File: src/rtl/regfile_dump_tx_pkg.sv
// Shared types and constants for the register-file dump transmitter.
// Imported by the top level and the byte serializer.
package regfile_dump_pkg;

  typedef enum logic [2:0] {
    IDLE,
    HDR,
    LOAD,
    SEND_HI,
    SEND_LO
  } dumpState_t;

  localparam logic [7:0] HEADER_DEF = 8'hA5;
  localparam int FRAME_BITS = 10;
  localparam int BIT_W = $clog2(FRAME_BITS);

endpackage

File: src/rtl/regfile_dump_tx_if.sv
// Register-file dump bus: read port toward the register file,
// serial pin and status toward the board / host.
interface regfile_dump_tx_if #(
  parameter int ADDR_W = 3,
  parameter int DATA_W = 16
);

  logic              dumpStart;
  logic [ADDR_W-1:0] dumpReg;
  logic [DATA_W-1:0] dumpData;
  logic              txOut;
  logic              dumpBusy;
  logic              dumpDone;

  modport master (
    input  dumpStart,
    input  dumpData,
    output dumpReg,
    output txOut,
    output dumpBusy,
    output dumpDone
  );

  modport slave (
    output dumpStart,
    output dumpData,
    input  dumpReg,
    input  txOut,
    input  dumpBusy,
    input  dumpDone
  );

endinterface

File: src/rtl/regfile_dump_tx_uart.sv
// 8N1 LSB-first byte serializer; ready in the last stop-bit cycle
// so a new byte can follow with no idle gap.
module uart_byte_tx
  import regfile_dump_pkg::*;
#(
  parameter int CLKS_PER_BIT = 16
) (
  input  logic       clock,
  input  logic       reset_n,
  input  logic       load,
  input  logic [7:0] byteIn,
  output logic       txOut,
  output logic       ready
);

  localparam int CNT_W = $clog2(CLKS_PER_BIT);

  logic             active;
  logic [CNT_W-1:0] cnt;
  logic [BIT_W-1:0] bitIdx;
  logic [8:0]       shifter;
  logic             txQ;
  logic             bitEnd;
  logic             lastBit;

  assign bitEnd  = (cnt == CNT_W'(CLKS_PER_BIT - 1));
  assign lastBit = (bitIdx == BIT_W'(FRAME_BITS - 1));
  assign ready   = !active || (bitEnd && lastBit);
  assign txOut   = txQ;

  // shifter holds the bits still to go: data then stop
  always_ff @(posedge clock) begin
    if (!reset_n) begin
      active  <= 1'b0;
      cnt     <= '0;
      bitIdx  <= '0;
      shifter <= '1;
      txQ     <= 1'b1;
    end else if (load && ready) begin
      active  <= 1'b1;
      cnt     <= '0;
      bitIdx  <= '0;
      shifter <= {1'b1, byteIn};
      txQ     <= 1'b0;
    end else if (active) begin
      if (!bitEnd) begin
        cnt <= cnt + 1'b1;
      end else if (!lastBit) begin
        cnt     <= '0;
        bitIdx  <= bitIdx + 1'b1;
        txQ     <= shifter[0];
        shifter <= {1'b1, shifter[8:1]};
      end else begin
        active <= 1'b0;
        cnt    <= '0;
        bitIdx <= '0;
        txQ    <= 1'b1;
      end
    end
  end

endmodule

File: src/rtl/regfile_dump_tx.sv
// Dumps every register through a spare read port as a framed
// serial stream: header, then each register high byte first.
module regfile_dump_tx
  import regfile_dump_pkg::*;
#(
  parameter int         CLKS_PER_BIT = 16,
  parameter int         NUM_REGS     = 8,
  parameter int         ADDR_W       = 3,
  parameter int         DATA_W       = 16,
  parameter logic [7:0] HEADER       = HEADER_DEF
) (
  input  logic           clock,
  input  logic           reset_n,
  regfile_dump_tx_if.master bus
);

  dumpState_t        state;
  dumpState_t        nextState;
  logic [ADDR_W-1:0] idx;
  logic [DATA_W-1:0] hold;
  logic [DATA_W-1:0] holdD;
  logic              doneQ;
  logic              uLoad;
  logic [7:0]        uByte;
  logic              uReady;
  logic              lastReg;

  assign lastReg = (idx == ADDR_W'(NUM_REGS - 1));
  // LOAD forwards the live read data so the high byte starts at once
  assign holdD   = (state == LOAD) ? bus.dumpData : hold;

  always_ff @(posedge clock) begin
    if (!reset_n) state <= IDLE;
    else          state <= nextState;
  end

  always_comb begin
    nextState = state;
    unique case (state)
      IDLE:    if (bus.dumpStart) nextState = HDR;
      HDR:     if (uReady) nextState = LOAD;
      LOAD:    nextState = SEND_HI;
      SEND_HI: if (uReady) nextState = SEND_LO;
      SEND_LO: if (uReady) nextState = lastReg ? IDLE : LOAD;
      default: nextState = IDLE;
    endcase
  end

  always_comb begin
    uLoad = 1'b0;
    uByte = HEADER;
    unique case (1'b1)
      state == IDLE: uLoad = bus.dumpStart;
      state == LOAD: begin
        uLoad = 1'b1;
        uByte = holdD[DATA_W-1 -: 8];
      end
      state == SEND_HI: begin
        uLoad = uReady;
        uByte = holdD[7:0];
      end
      default: uLoad = 1'b0;
    endcase
  end

  always_ff @(posedge clock) begin
    if (!reset_n) begin
      idx   <= '0;
      hold  <= '0;
      doneQ <= 1'b0;
    end else begin
      hold  <= holdD;
      doneQ <= (state == SEND_LO) && uReady && lastReg;
      if (nextState == LOAD)
        idx <= (state == HDR) ? '0 : idx + 1'b1;
    end
  end

  uart_byte_tx #(
    .CLKS_PER_BIT(CLKS_PER_BIT)
  ) uTx (
    .clock  (clock),
    .reset_n(reset_n),
    .load   (uLoad),
    .byteIn (uByte),
    .txOut  (bus.txOut),
    .ready  (uReady)
  );

  assign bus.dumpReg  = idx;
  assign bus.dumpBusy = (state != IDLE);
  assign bus.dumpDone = doneQ;

endmodule

File: src/flat_wrapper.sv
// flat-port wrapper written by rule: the top's interface ports become plain ports
module regfile_dump_tx_flat import regfile_dump_pkg::*;
#(
  parameter int         CLKS_PER_BIT = 16,
  parameter int         NUM_REGS     = 8,
  parameter int         ADDR_W       = 3,
  parameter int         DATA_W       = 16,
  parameter logic [7:0] HEADER       = HEADER_DEF
)
  (clock, reset_n, bus_dumpStart, bus_dumpData, bus_dumpReg, bus_txOut, bus_dumpBusy, bus_dumpDone);
  regfile_dump_tx_if #(.ADDR_W(ADDR_W), .DATA_W(DATA_W)) bus_i ();
  input  logic clock;
  input  logic reset_n;
  input wire logic [$bits(bus_i.dumpStart)-1:0] bus_dumpStart;
  input wire logic [$bits(bus_i.dumpData)-1:0] bus_dumpData;
  output wire logic [$bits(bus_i.dumpReg)-1:0] bus_dumpReg;
  output wire logic [$bits(bus_i.txOut)-1:0] bus_txOut;
  output wire logic [$bits(bus_i.dumpBusy)-1:0] bus_dumpBusy;
  output wire logic [$bits(bus_i.dumpDone)-1:0] bus_dumpDone;
  assign bus_i.dumpStart = bus_dumpStart;
  assign bus_i.dumpData = bus_dumpData;
  assign bus_dumpReg = bus_i.dumpReg;
  assign bus_txOut = bus_i.txOut;
  assign bus_dumpBusy = bus_i.dumpBusy;
  assign bus_dumpDone = bus_i.dumpDone;
  regfile_dump_tx #(.CLKS_PER_BIT(CLKS_PER_BIT), .NUM_REGS(NUM_REGS), .ADDR_W(ADDR_W), .DATA_W(DATA_W), .HEADER(HEADER)) u_core (.clock(clock), .reset_n(reset_n), .bus(bus_i));
endmodule
File: config.mk
export PLATFORM = sky130hd
export DESIGN_NAME = regfile_dump_tx_flat
export DESIGN_NICKNAME = d
export VERILOG_FILES = /design/src/rtl/regfile_dump_tx_pkg.sv /design/src/rtl/regfile_dump_tx_if.sv /design/src/rtl/regfile_dump_tx_uart.sv /design/src/rtl/regfile_dump_tx.sv /design/src/flat_wrapper.sv
export SDC_FILE = /design/constraint.sdc
export NUM_CORES = 1
export LEC_CHECK = 0
export ABC_AREA = 1
export CAP_MARGIN = 40
export CORE_UTILIZATION = 44
export DETAILED_ROUTE_END_ITERATION = 10
export PLACE_DENSITY = 0.67
export SKIP_LAST_GASP = 1
export SYNTH_ARGS = -nofsm -noshare
export SYNTH_HDL_FRONTEND = slang
export SYNTH_SLANG_ARGS = --single-unit
export TNS_END_PERCENT = 1
File: constraint.sdc
create_clock -name clock -period 1.88 [get_ports clock]
set_clock_uncertainty 0.2 [all_clocks]
set_input_delay 0.188 -clock clock [delete_from_list [all_inputs] [get_ports clock]]
set_output_delay 0.188 -clock clock [all_outputs]
set_load 0.01 [all_outputs]
== Yosys cells after proc, flatten, opt, wreduce, memory -nomap -nowiden ==
Index checks and enable logic that the tools add are counted.

* Register bits: 41
* Bits in latches: 0
* Memory bits (writable): 0
* ROM bits: 0
* Bits of input ports: 19
* Output and inout bits: 6
* Logic and storage cells: 60
* Memories: 0

* Add/subtract/negate cells: 3
* Multipliers: 0
* Div/mod/pow operators: 0
* $lt $le $gt $ge: 0
* Equal/unequal tests: 9
* Shift-type cells: 0
* Mux-type cells: 24
* Bitwise operators: 1
* Reduce and logical (&&, ||, !) cells: 14

{| class="wikitable"
|+ Operator list
! kind !! count
|-
| two-way mux 8 bit || 4
|-
| two-way mux 16 bit || 1
|-
| case mux 8 bit (2 select lines) || 1
|-
| two-way mux 3 bit || 5
|-
| case mux 3 bit (5 select lines) || 1
|-
| == test 3 x 2 -> 1 bit, second input constant || 3
|-
| adder 4 x 1 -> 4 bit, second input constant || 2
|-
| == test 4 bit, second input constant || 2
|-
| two-way mux 1 bit || 8
|-
| two-way mux 4 bit || 2
|-
| == test 3 bit, second input constant || 2
|-
| logical AND 1 bit || 4
|-
| AND reduction 2 bit || 2
|-
| nonzero test 2 bit || 2
|-
| adder 3 x 1 -> 3 bit, second input constant || 1
|-
| == test 3 x 1 -> 1 bit, second input constant || 1
|-
| zero test 3 bit || 1
|-
| case mux 1 bit (3 select lines) || 1
|-
| AND reduction 3 bit || 1
|-
| nonzero test 3 bit || 1
|-
| two-way mux 2 bit || 1
|-
| inequality test 2 x 1 -> 1 bit, second input constant || 1
|-
| OR reduction 2 bit || 1
|-
| zero test 1 bit || 1
|-
| other kinds (2) || 2
|}

== Longest topological paths before layout ==
Gate-level depths: netlist of run 1.

* Depth after elaboration: 7
* Gate-level depth with buffers: 11
* Mapped depth without buffers: 10

== Modules after synthesis ==
A second synthesis of run 1 with hierarchy kept.

* Cells, all modules: 249
* Area total of the unflattened synthesis: 1774.2 um^2

{| class="wikitable"
|+ By module, submodules not included
! module !! times used !! cells an instance !! area each (um^2) !! seq. area each (um^2)
|-
| uart_byte_tx || 1 || 134 || 953.4 || 360.3
|-
| regfile_dump_tx || 1 || 115 || 820.8 || 300.3
|}

== Worst setup path after synthesis of run 1 ==
No wires, ideal clock.

* Path kind: register to register
* From: reg u_core.uTx.cnt[0]
* To: reg u_core.uTx.shifter[6]
* Setup time: 0.134 ns
* Data arrival time: 1.285 ns
* Required time: 1.546 ns
* Slack: 0.262 ns
* Cell stages (with the launch flop): 11
* Path buffers: 1
* Period minus slack after synthesis: 1.618 ns
* Cell sequence: dfxtp_1 ha_1 nand3_1 nand2_1 nand2_1 inv_2 o21ai_4 buf_8 nand2_2 nand2_1 nand3_1

* Cells in the longest elaborated chain, start to end: 7
* Elaborated cells between the ends (all ways): 10
* Those cells by class: eq/ne: 2; mux: 2; reduce/logical: 6

{| class="wikitable"
|+ Ends and longest elaborated chain
! item !! line !! source
|-
| start, declared || regfile_dump_tx_uart.sv:19 || <nowiki>logic [CNT_W-1:0] cnt;</nowiki>
|-
| start signal, assigned || regfile_dump_tx_uart.sv:47 || <nowiki>cnt <= cnt + 1'b1;</nowiki>
|-
| == test 4 bit * || regfile_dump_tx_uart.sv:26 || <nowiki>assign bitEnd = (cnt == CNT_W'(CLKS_PER_BIT - 1));</nowiki>
|-
| logical AND 1 bit || regfile_dump_tx_uart.sv:28 || <nowiki>assign ready = !active || (bitEnd && lastBit);</nowiki>
|-
| logical OR 1 bit || regfile_dump_tx_uart.sv:28 ||
|-
| case mux 1 bit (3 select lines) || regfile_dump_tx.sv:52 || <nowiki>unique case (1'b1)</nowiki>
|-
| logical AND 1 bit || regfile_dump_tx_uart.sv:39 || <nowiki>end else if (load && ready) begin</nowiki>
|-
| inequality test 2 x 1 -> 1 bit (no line) / nonzero test 2 bit (equally long branches) || n/a ||
|-
| AND reduction 3 bit (no line) || n/a ||
|-
| end signal, assigned || regfile_dump_tx_uart.sv:43 || <nowiki>shifter <= {1'b1, byteIn};</nowiki>
|-
| end signal, assigned || regfile_dump_tx_uart.sv:52 || <nowiki>shifter <= {1'b1, shifter[8:1]};</nowiki>
|-
| end, declared || regfile_dump_tx_uart.sv:21 || <nowiki>logic [8:0] shifter;</nowiki>
|}

Mark *: on every way between the ends. The rest lies on a longest branch, timed or not.
A chain may end at the register's enable or synchronous reset.

== Worst setup path after layout of run 1 ==
* From: reg u_core.state[0]
* To: out bus_dumpBusy

* Cells in the longest elaborated chain, start to end: 1

{| class="wikitable"
|+ Ends and longest elaborated chain
! item !! line !! source
|-
| start, declared || regfile_dump_tx.sv:17 || <nowiki>dumpState_t state;</nowiki>
|-
| start signal, assigned || regfile_dump_tx.sv:34 || <nowiki>else state <= nextState;</nowiki>
|-
| nonzero test 3 bit || regfile_dump_tx.sv:91 || <nowiki>assign bus.dumpBusy = (state != IDLE);</nowiki>
|-
| end, declared || flat_wrapper.sv:18 || <nowiki>output wire logic [$bits(bus_i.dumpBusy)-1:0] bus_dumpBusy;</nowiki>
|}

Every way passes these cells.

==> run metrics, run 1 <==
maxcap violations 0; leak pwr 0.906 nW; Post-Syn Instances 239; Post-synth EDFFs 0; Async S/R FF share, synth 0%; global-route wire length before repair 5840 um; chip width 63.6 um; Final Hold Fails 0; CP Data Arrival Time 1.43 ns; synth top area cells dfxtp_1 40%, nand2_1 16%, nand3_1 7.5%; Hold Path Origin bus_dumpData[5]; register area share after synthesis 39.6%; hold path cells 3; Post-Route WL 3330 um; Worst R2R Start u_core.uTx.cnt[0]$_SDFFE_PP0P_; fin nets 289; antenna violations before repair 0; fin worst setup slack 0.0622 ns; Die H 63.6 um; via count 1547; top_reg_cell synth dfxtp_1; clock group share of total power 23.8%; cell internal pwr 0.00138 W; number of antenna diodes 0; Synth top cells by count 71 x nand2_1, 33 x dfxtp_1, 25 x nand3_1, 23 x a21oi_1, 21 x inv_1; port bufs 24; Setup WS pre-CTS 0.0553 ns; Worst slew margin 75.0%; Synth top area share 39.6%; clk buf depth 2; Fill cells 368; io pins 25; Unique masters post-synth 26; yosys warns 0; Final Cycle Share 96.7%; GRT overflow 0; Sw Ratio 35.9%; Peak VDD IR 0.636 mV; pwr/cell area 1030 nW/um2; reg-to-reg slack, setup 0.15 ns; largest net degree at the start of global routing 19; status completed; Crit Path Class reg -> out; final slew viol count 0; worst r2r dst u_core.uTx.shifter[1]$_SDFFE_PN1P_; Initial Util 45.6%; area of the multi-input gates 870 um2; vias in the first global route 1347; CTS tree built; Initial DRC Count 64; syn_area_per_cell 6.98 um2; Sequential cell area 662 um2; Mapped Area 1670 um2; leading area contributor after synthesis dfxtp_1; Clock Pin Slew Worst Setup and Hold Paths 0.06 ns; CP required 1.49 ns; sw power 0.000770 W; layout cell share with drive strength beyond 1 11.9%; Yosys reg bits 33; RSZ-0062 raised after global routing true; Core ar. 3660 um2; Worst-Margin Slew 0.375 ns; die area 4040 um2; DRC Markers 0; final setup fails 0; count leader, synth nand2_1; Setup TNS 0 ns; Total Routing Usage GR 18.7%; DRT Pass-1 Iters 4; Clock Latency Late Sink 0.28 ns; routed len/inst 10.5 um; sequential power share 41.4%; Gate power share 34.9%; Std-Cell Rows 22; Setup crit end kind output port; FMAX 550 MHz; Final Wtd Congestion 0.777; WHS Endpoint u_core.hold[5]$_SDFF_PN0_; routed vias/inst 4.90; area grow syn2layout 24.4%; ANT nets after route 0; Post-DP HPWL 2390 um; TritonCTS buffer count 5; H-tree depth 2; cts hold-fix bufs 0; Hold Path Class in -> reg; crit-path max FO 5; clk sinks 33; crit start category register; crit path time final 1.82 ns; syn_nets 261; CTS root buffer clkbuf_8; Reg2Reg Depth 8
-- flip-flops by register name, summed over array words and instances (netlist names) --
signal               cells
u_core.bus.dumpDone      1
u_core.bus.dumpReg       3
u_core.hold              8
u_core.state             3
u_core.uTx.active        1
u_core.uTx.bitIdx        4
u_core.uTx.cnt           4
u_core.uTx.shifter       8
u_core.uTx.txOut         1
-- through the flow --
stage                     instances  hold slack [ns]  power (W)  util (%)  area [um2]
after floorplan                 239            0.131    0.00143         -        1670
after global placement          307            0.252    0.00160      53.7        1970
after detailed placement        307            0.256    0.00161      53.7        1970
after CTS                       315            0.241    0.00213      56.0        2050
after global routing            316            0.250    0.00232      56.7        2080
final                           316            0.251    0.00215      56.7        2080
-- critical path, cell delays in order, from the launching register on --
cell             delay (ns)
dfxtp_2                0.37
inv_2                  0.06
nand2_4                0.09
nor2_4                 0.05
inv_1                  0.05
clkdlybuf4s50_1        0.52
-- power groups by stage --
stage          sequential (W)  clock [W]  combinational, W
4_1_cts              0.000886   0.000532          0.000716
3_5_place_dp         0.000899          0          0.000711
5_1_grt              0.000900   0.000567          0.000852
3_3_place_gp         0.000897          0          0.000701
6_report             0.000888   0.000510          0.000748
2_1_floorplan        0.000885          0          0.000550
-- area by class of cell --
cell class / instances / share of cell area [%]
Clock inverter: 2 / 0.482
Inverter: 25 / 4.64
Clock buffer: 6 / 3.50
Multi-Input combinational cell: 171 / 41.9
Timing Repair Buffer: 31 / 14.7
Sequential cell: 33 / 31.9
Tap cell: 48 / 2.89
-- cells in the final DEF (no fill, tap or decap) --
cell             instances
clkinv_1                 1
clkdlybuf4s50_1         24
clkbuf_8                 5
inv_4                    1
nand2_4                  4
buf_4                    6
o22ai_1                  1
xor2_1                   2
inv_1                   20
o21ai_2                  1
nand2_1                 69
nor4_1                   1
buf_12                   1
a21oi_1                 22
and3_1                   1
nor2_2                   1
nor2_4                   1
nor3_1                   2
nand2_2                  3
o21ai_0                  6
dfxtp_1                 32
inv_2                    3
o221ai_2                 1
nor2_1                  17
o211ai_1                 8
a21oi_2                  1
clkinv_2                 2
ha_1                     3
dfxtp_2                  1
o21ai_4                  1
clkbuf_1                 1
nand3_1                 25
nand3b_1                 1
-- cells by family (layout without fill, tap and decap cells) --
| logic type | after synthesis | in the layout | synth area share, % |
|---|---|---|---|
| AO/OA/AOI/OAI | 40 | 41 | 14.5 |
| XOR/XNOR | 2 | 2 | 1.05 |
| adder cells (fa/ha/maj) | 3 | 3 | 2.25 |
| buffers and inverters | 36 | 64 | 9.67 |
| flip-flops | 33 | 33 | 39.6 |
| AND/OR/NAND/NOR | 125 | 125 | 32.9 |
-- worst max-delay path by stage --
| stage | to | cells past startpoint | start | slack (ns) |
|---|---|---|---|---|
| global route | u_core.uTx.shifter[0]$_SDFFE_PN1P_ | 8 | u_core.uTx.cnt[0]$_SDFFE_PP0P_ | -0.02 |
| CTS | bus_dumpBusy | 5 | u_core.state[0]$_SDFF_PN0_ | 0.01 |
| finish | bus_dumpBusy | 5 | u_core.state[0]$_SDFF_PN0_ | 0.06 |
| floorplan | u_core.uTx.shifter[6]$_SDFFE_PN1P_ | 10 | u_core.uTx.cnt[0]$_SDFFE_PP0P_ | 0.26 |
| global placement | u_core.uTx.cnt[2]$_SDFFE_PP0P_ | 6 | bus_dumpStart | 0.1 |
| detailed placement | u_core.uTx.cnt[0]$_SDFFE_PP0P_ | 8 | u_core.uTx.cnt[0]$_SDFFE_PP0P_ | 0.06 |
-- metal layers --
layer	GRT usage (%)	part of all wire [%]	vias up
li1	-	-	832
met1	24.1	52	689
met2	28.1	43	21
met3	4.89	2.8	5
met4	10.2	2.2	0
met5	0	0	-
-- timing repair --
item / CTS / global route
setup endpoints to repair: 1 / 23
gates cloned: 0 / 1
hold endpoints to repair: 0 / 0
resized for setup: 1 / 6
buffers inserted: 0 / 0
No activity file was read; power rests on OpenSTA's default activity.
==> run 2: changes to the inputs <==
--- a/config.mk
+++ b/config.mk
@@ -7,9 +7,9 @@
 export LEC_CHECK = 0
 export ABC_AREA = 1
 export CAP_MARGIN = 40
-export CORE_UTILIZATION = 44
+export CORE_UTILIZATION = 52
 export DETAILED_ROUTE_END_ITERATION = 10
-export PLACE_DENSITY = 0.67
+export PLACE_DENSITY = 0.77
 export SKIP_LAST_GASP = 1
 export SYNTH_ARGS = -nofsm -noshare
 export SYNTH_HDL_FRONTEND = slang
==> run metrics, run 2 (synthesis results as in run 1) <==
status completed (unchanged); Std-Cell Rows 20 (was 22); cts hold-fix bufs 0 (unchanged); port bufs 24 (unchanged); H-tree depth 2 (unchanged); Post-DP HPWL 2350 um (was 2390 um); Initial Util 54.7% (was 45.6%); antenna violations before repair 0 (unchanged); routed len/inst 10.9 um (was 10.5 um); most frequent cells in the layout 69 x nand2_1, 32 x dfxtp_1, 25 x nand3_1, 24 x clkdlybuf4s50_1, 23 x a21oi_1 (was 69 x nand2_1, 32 x dfxtp_1, 25 x nand3_1, 24 x clkdlybuf4s50_1, 22 x a21oi_1); TritonCTS buffer count 5 (unchanged); FMAX 544 MHz (was 550 MHz); layout cell share with drive strength beyond 1 12.3% (was 11.9%); Hold Slack 0.192 ns (was 0.251 ns); Clock Pin Slew Worst Setup and Hold Paths 0.10 ns (was 0.06 ns); Total Routing Usage GR 21.5% (was 18.7%); pwr/cell area 999 nW/um2 (was 1030 nW/um2); Post-Route WL 3410 um (was 3330 um); fin worst setup slack 0.0401 ns (was 0.0622 ns); most common cell after layout, fill and taps aside nand2_1 (unchanged); fin nets 290 (was 289); Worst slew margin 80.1% (was 75.0%); routed vias/inst 5.06 (was 4.90); Hold Path Class in -> reg (unchanged); vias in the first global route 1347 (unchanged); GR Layer Usage met3 7.25% (was 4.89%); Final Cycle Share 97.9% (was 96.7%); maxcap violations 0 (unchanged); Overall Power 0.00204 W (was 0.00215 W); crit path time final 1.84 ns (was 1.82 ns); largest net degree at the start of global routing 19 (unchanged); CP required 1.49 ns (about the same); crit start category register (unchanged); global-route wire length before repair 5550 um (was 5840 um); final slew viol count 0 (unchanged); crit-path max FO 4 (was 5); Setup WS pre-CTS 0.0621 ns (was 0.0553 ns); clk buf depth 2 (unchanged); chip width 58.7 um (was 63.6 um); met1 Use GR 26.1% (was 24.1%); via count 1585 (was 1547); Finished Layout Cells 313 (was 316); RSZ-0062 raised after global routing true (unchanged); Global Route met2 Usage 35.6% (was 28.1%); Final Wtd Congestion 0.805 (was 0.777); CP Data Arrival Time 1.45 ns (was 1.43 ns); area grow syn2layout 22.1% (was 24.4%); GRT Max-Usage Layer met2 (unchanged); biggest regs u_core.hold x8, u_core.uTx.shifter x8 (unchanged); GRT overflow 0 (unchanged); die area 3440 um2 (was 4040 um2); post-route core utilization 66.8% (was 56.7%); leak pwr 0.892 nW (was 0.906 nW); io pins 25 (unchanged); Clock Latency Late Sink 0.35 ns (was 0.28 ns); Die H 58.7 um (was 63.6 um); Setup crit end kind output port (unchanged); DRT Pass-1 Iters 4 (unchanged); Placed Cells 303 (was 307); Fill cells 290 (was 368); Final Hold Fails 0 (unchanged); Peak VDD IR 0.670 mV (was 0.636 mV); Initial DRC Count 96 (was 64); clk sinks 33 (unchanged); final setup fails 0 (unchanged); DRC Markers 0 (unchanged); CTS root buffer clkbuf_4 (was clkbuf_8); ANT nets after route 0 (unchanged); Core ar. 3050 um2 (was 3660 um2); CTS tree built (unchanged); Worst-Margin Slew 0.297 ns (was 0.375 ns); number of antenna diodes 0 (unchanged); Crit Path Class reg -> out (unchanged)
[run 2: cell count changes in the layout (fill, tap and decap cells not counted), sizes merged]
cell	before	now
buf	7	8
[run 2: repair_timing]
action | in CTS | in global routing
endpoints found under the setup margin | 1 | 19
gates cloned | 0 | 1
endpoints found under the hold margin | 0 | 0
buffers inserted | 1 | 0
gates resized for setup | 2 | 6
[run 2: final cells by class]
class | count | area (um2) | share of cell area (%)
clock inverters | 2 | 10.0 | 0.491
clock buffers | 6 | 41.3 | 2.03
flip-flops and latches | 33 | 662 | 32.5
inverters | 25 | 96.3 | 4.73
repair buffers | 32 | 300 | 14.7
well taps | 44 | 55.1 | 2.70
multi-input cells | 171 | 873 | 42.8
[run 2: worst paths after layout]
kind                                   from                            endpoint  slack (ns)  cells after the start
min                         bus_dumpData[6]           u_core.hold[6]$_SDFF_PN0_        0.19                      3
max reg2reg  u_core.uTx.cnt[0]$_SDFFE_PP0P_  u_core.uTx.shifter[2]$_SDFFE_PN1P_        0.15                      9
min reg2reg       u_core.hold[5]$_SDFF_PN0_           u_core.hold[5]$_SDFF_PN0_        0.27                      2
max              u_core.state[0]$_SDFF_PN0_                        bus_dumpBusy        0.04                      5
[run 2: worst max-delay path, cell delays in order, from the launching register on]
cell             delay [ns]
dfxtp_2                0.34
inv_2                  0.07
nand2_4                0.07
nor2_4                 0.12
inv_1                  0.05
clkdlybuf4s50_1        0.47
[run 2: power breakdown]
part | internal, W | switching, W
Combinational | 0.000314 | 0.000450
Clock | 0.000142 | 0.000248
Sequential | 0.000809 | 0.0000721
Total | 0.00127 | 0.000770
[run 2: per-stage QoR]
step	instance area, um2	TNS (ns)
after detailed placement	1950	0
after global routing	2040	-0.0425
after global placement	1950	0
final	2040	0
after floorplan	1670	0
after CTS	2010	0
[run 2: routing by layer]
layer | vias up | wire, um
met5 | - | 0
met4 | 0 | 46
met3 | 6 | 140
met2 | 27 | 1550
met1 | 713 | 1670
li1 | 839 | -
==> run 3: changes to the inputs <==
--- a/config.mk
+++ b/config.mk
@@ -5,11 +5,11 @@
 export SDC_FILE = /design/constraint.sdc
 export NUM_CORES = 1
 export LEC_CHECK = 0
-export ABC_AREA = 1
 export CAP_MARGIN = 40
-export CORE_UTILIZATION = 52
+export CORE_UTILIZATION = 45
 export DETAILED_ROUTE_END_ITERATION = 10
-export PLACE_DENSITY = 0.77
+export PLACE_DENSITY = 0.68
+export REMOVE_ABC_BUFFERS = 1
 export SKIP_LAST_GASP = 1
 export SYNTH_ARGS = -nofsm -noshare
 export SYNTH_HDL_FRONTEND = slang
==> run metrics, run 3 <==
status completed (unchanged); Fill cells 317 (was 290); vias in the first global route 1360 (was 1347); largest family of logic cells by synthesized area compound AO/OA/AOI/OAI gates (was simple AND/OR/NAND/NOR gates); Synth Area in XOR/XNOR 1.58% (was 1.05%); global-route wire length before repair 5910 um (was 5550 um); Sequential cell area 664 um2 (was 662 um2); Adder-Cell Fraction of Synth Area 2.26% (was 2.25%); top_reg_cell synth dfxtp_1 (unchanged); most common cell after layout, fill and taps aside dfxtp_1 (was nand2_1); CTS root buffer clkbuf_8 (was clkbuf_4); CP required 1.49 ns (about the same); Die H 62.8 um (was 58.7 um); final setup fails 0 (unchanged); leading area contributor after synthesis dfxtp_1 (unchanged); critical path cell sequence inv_1, nand2_1, clkdlybuf4s50_1 (was inv_2, nand2_4, nor2_4, inv_1, clkdlybuf4s50_1); mux cell area share after synthesis 6.09% (was 0%); Async S/R FF share, synth 0% (unchanged); clk buf depth 2 (unchanged); register area share after synthesis 39.7% (was 39.6%); biggest regs u_core.hold x8, u_core.uTx.shifter x8 (unchanged); ANT nets after route 0 (unchanged); Initial DRC Count 86 (was 96); Final Cycle Share 96.7% (was 97.9%); GRT overflow 0 (unchanged); compound-cell area share of the yosys netlist 22.8% (was 14.5%); CP Data Arrival Time 1.43 ns (was 1.45 ns); Worst path slowest cell clkdlybuf4s50_1 (unchanged); TritonCTS buffer count 5 (unchanged); Clock Latency Late Sink 0.28 ns (was 0.35 ns); pwr/cell area 805 nW/um2 (was 999 nW/um2); Core ar. 3440 um2 (was 3050 um2); die area 3950 um2 (was 3440 um2); port bufs 24 (unchanged); Worst-Margin Slew 0.441 ns (was 0.297 ns); Synth top cells by count 33 x dfxtp_1, 25 x nand2_1, 12 x o21ai_0, 10 x a21boi_0, 10 x nor2_1 (was 71 x nand2_1, 33 x dfxtp_1, 25 x nand3_1, 23 x a21oi_1, 21 x inv_1); Yosys reg bits 33 (unchanged); Unique masters post-synth 43 (was 26); Std-Cell Rows 21 (was 20); DRT Pass-1 Iters 4 (unchanged); FMAX 550 MHz (was 544 MHz); clk sinks 33 (unchanged); Reg2Reg Depth 6 (was 9); Final Hold Fails 0 (unchanged); antenna violations before repair 0 (unchanged); Finished Layout Cells 262 (was 313); Max stage delay on crit path 0.52 ns (was 0.47 ns); area grow syn2layout 25.7% (was 22.1%); Hold Slack 0.254 ns (was 0.192 ns); syn_area_per_cell 8.85 um2 (was 6.98 um2); largest net degree at the start of global routing 21 (was 19); synth top area cells dfxtp_1 40%, nand2_1 5.6%, mux2i_1 5.4% (was dfxtp_1 40%, nand2_1 16%, nand3_1 7.5%); Overall Power 0.00168 W (was 0.00204 W); Worst slew margin 70.2% (was 80.1%); Crit Path Class reg -> out (unchanged); routed vias/inst 5.35 (was 5.06); routed len/inst 13.0 um (was 10.9 um); maxcap violations 0 (unchanged); crit start category register (unchanged); Final Wtd Congestion 0.749 (was 0.805); leak pwr 0.767 nW (was 0.892 nW); design area 2090 um2 (was 2040 um2); fin nets 238 (was 290); Synth top area share 39.7% (was 39.6%); Simple-Gate Fraction of Synth Area 21.3% (was 32.9%); Setup crit end kind output port (unchanged); H-tree depth 2 (unchanged); layout cell share with drive strength beyond 1 13.9% (was 12.3%); CTS tree built (unchanged); number of antenna diodes 0 (unchanged); crit path time final 1.82 ns (was 1.84 ns); Post-synth EDFFs 0 (unchanged); yosys warns 0 (unchanged); chip width 62.8 um (was 58.7 um); Post-DP HPWL 2570 um (was 2350 um); DRC Markers 0 (unchanged); dpl cell area 1980 um2 (was 1950 um2); RSZ-0062 raised after global routing true (unchanged); Total Routing Usage GR 19.0% (was 21.5%); count leader, synth dfxtp_1 (was nand2_1); Placed Cells 255 (was 303); Clock Pin Slew Worst Setup and Hold Paths 0.06 ns (was 0.10 ns); Peak VDD IR 0.399 mV (was 0.670 mV); Post-Route WL 3410 um (about the same); final slew viol count 0 (unchanged); Initial Util 48.3% (was 54.7%); area of the multi-input gates 922 um2 (was 873 um2); Post-Syn Instances 188 (was 239); most frequent cells in the layout 30 x dfxtp_1, 25 x nand2_1, 24 x clkdlybuf4s50_1, 12 x o21ai_0, 11 x buf_4 (was 69 x nand2_1, 32 x dfxtp_1, 25 x nand3_1, 24 x clkdlybuf4s50_1, 23 x a21oi_1); Hold Path Class in -> reg (unchanged); Mapped Area 1660 um2 (was 1670 um2); io pins 25 (unchanged); via count 1403 (was 1585); hold path cells 3 (unchanged); crit-path max FO 7 (was 4)
## run 3: changes by cell type after synthesis, sizes merged, moves of 5 or more
cell    previous run  this run
mux2i              0         9
o21ai              7        14
nand2             76        26
o211ai             8         0
a21boi             0        12
a21oi             23         3
nor2              19        11
o311ai             0         5
nand3             25         5
nor2b              0         6
inv               24         5
## run 3: critical path, delay by kind of cell (launching register included)
kind	cells	cell delay, ns
flip-flops	1	0.43
buffers and inverters	2	0.64
AND/OR/NAND/NOR	1	0.07
## run 3: layout make-up
class                           count  area share, %
Clock buffer                        7           4.13
Inverter                            5          0.897
Multi-Input combinational cell    135           44.1
Sequential cell                    33           31.8
Tap cell                           46           2.75
Timing Repair Buffer               36           16.4
## run 3: metal layers
metal / share of wire (%) / vias to the layer above / global-route usage, %
li1: - / 724 / -
met1: 43 / 649 / 20.6
met2: 52 / 22 / 34.5
met3: 3.5 / 8 / 4.01
met4: 2.0 / 0 / 9.59
met5: 0 / - / 0
## run 3: worst paths after layout
kind | from | to | slack (ns)
max reg2reg | u_core.uTx.cnt[1]$_SDFFE_PP0P_ | u_core.uTx.shifter[5]$_SDFFE_PN1P_ | 0.11
min reg2reg | u_core.hold[4]$_SDFF_PN0_ | u_core.hold[4]$_SDFF_PN0_ | 0.26
min | bus_dumpData[2] | u_core.hold[2]$_SDFF_PN0_ | 0.25
max | u_core.state[2]$_SDFF_PN0_ | bus_dumpBusy | 0.06
## run 3: report_power, final
part / total, W / switching (W) / internal (W)
registers: 0.000792 / 0.0000359 / 0.000756
logic: 0.000362 / 0.000178 / 0.000184
clock network: 0.000530 / 0.000240 / 0.000290
## run 3: cell families after synthesis
| group | after synthesis |
|---|---|
| xor+xnor | 3 |
| flops | 33 |
| fa+ha+maj | 3 |
| compound gates | 52 |
| simple gates | 67 |
| buf+inv | 20 |
| mux | 10 |
## run 3: stage by stage
| step | TNS [ns] | utilization (%) | setup slack [ns] |
|---|---|---|---|
| finish | 0 | 60.8 | 0.0627 |
| CTS | -0.0149 | 60.0 | -0.00777 |
| detailed placement | 0 | 57.5 | 0.00870 |
| floorplan | -2.94 | - | -0.290 |
| global placement | 0 | 57.5 | 0.0929 |
| global route | -0.00247 | 60.8 | -0.00247 |
## run 3: what timing repair did
| item | in CTS | in global routing |
|---|---|---|
| pin swaps | 0 | 1 |
| gates resized for setup | 0 | 10 |
| hold buffers | 0 | 0 |
| cloned | 0 | 0 |
| setup buffers | 0 | 0 |
| endpoints found under the setup margin | 2 | 21 |
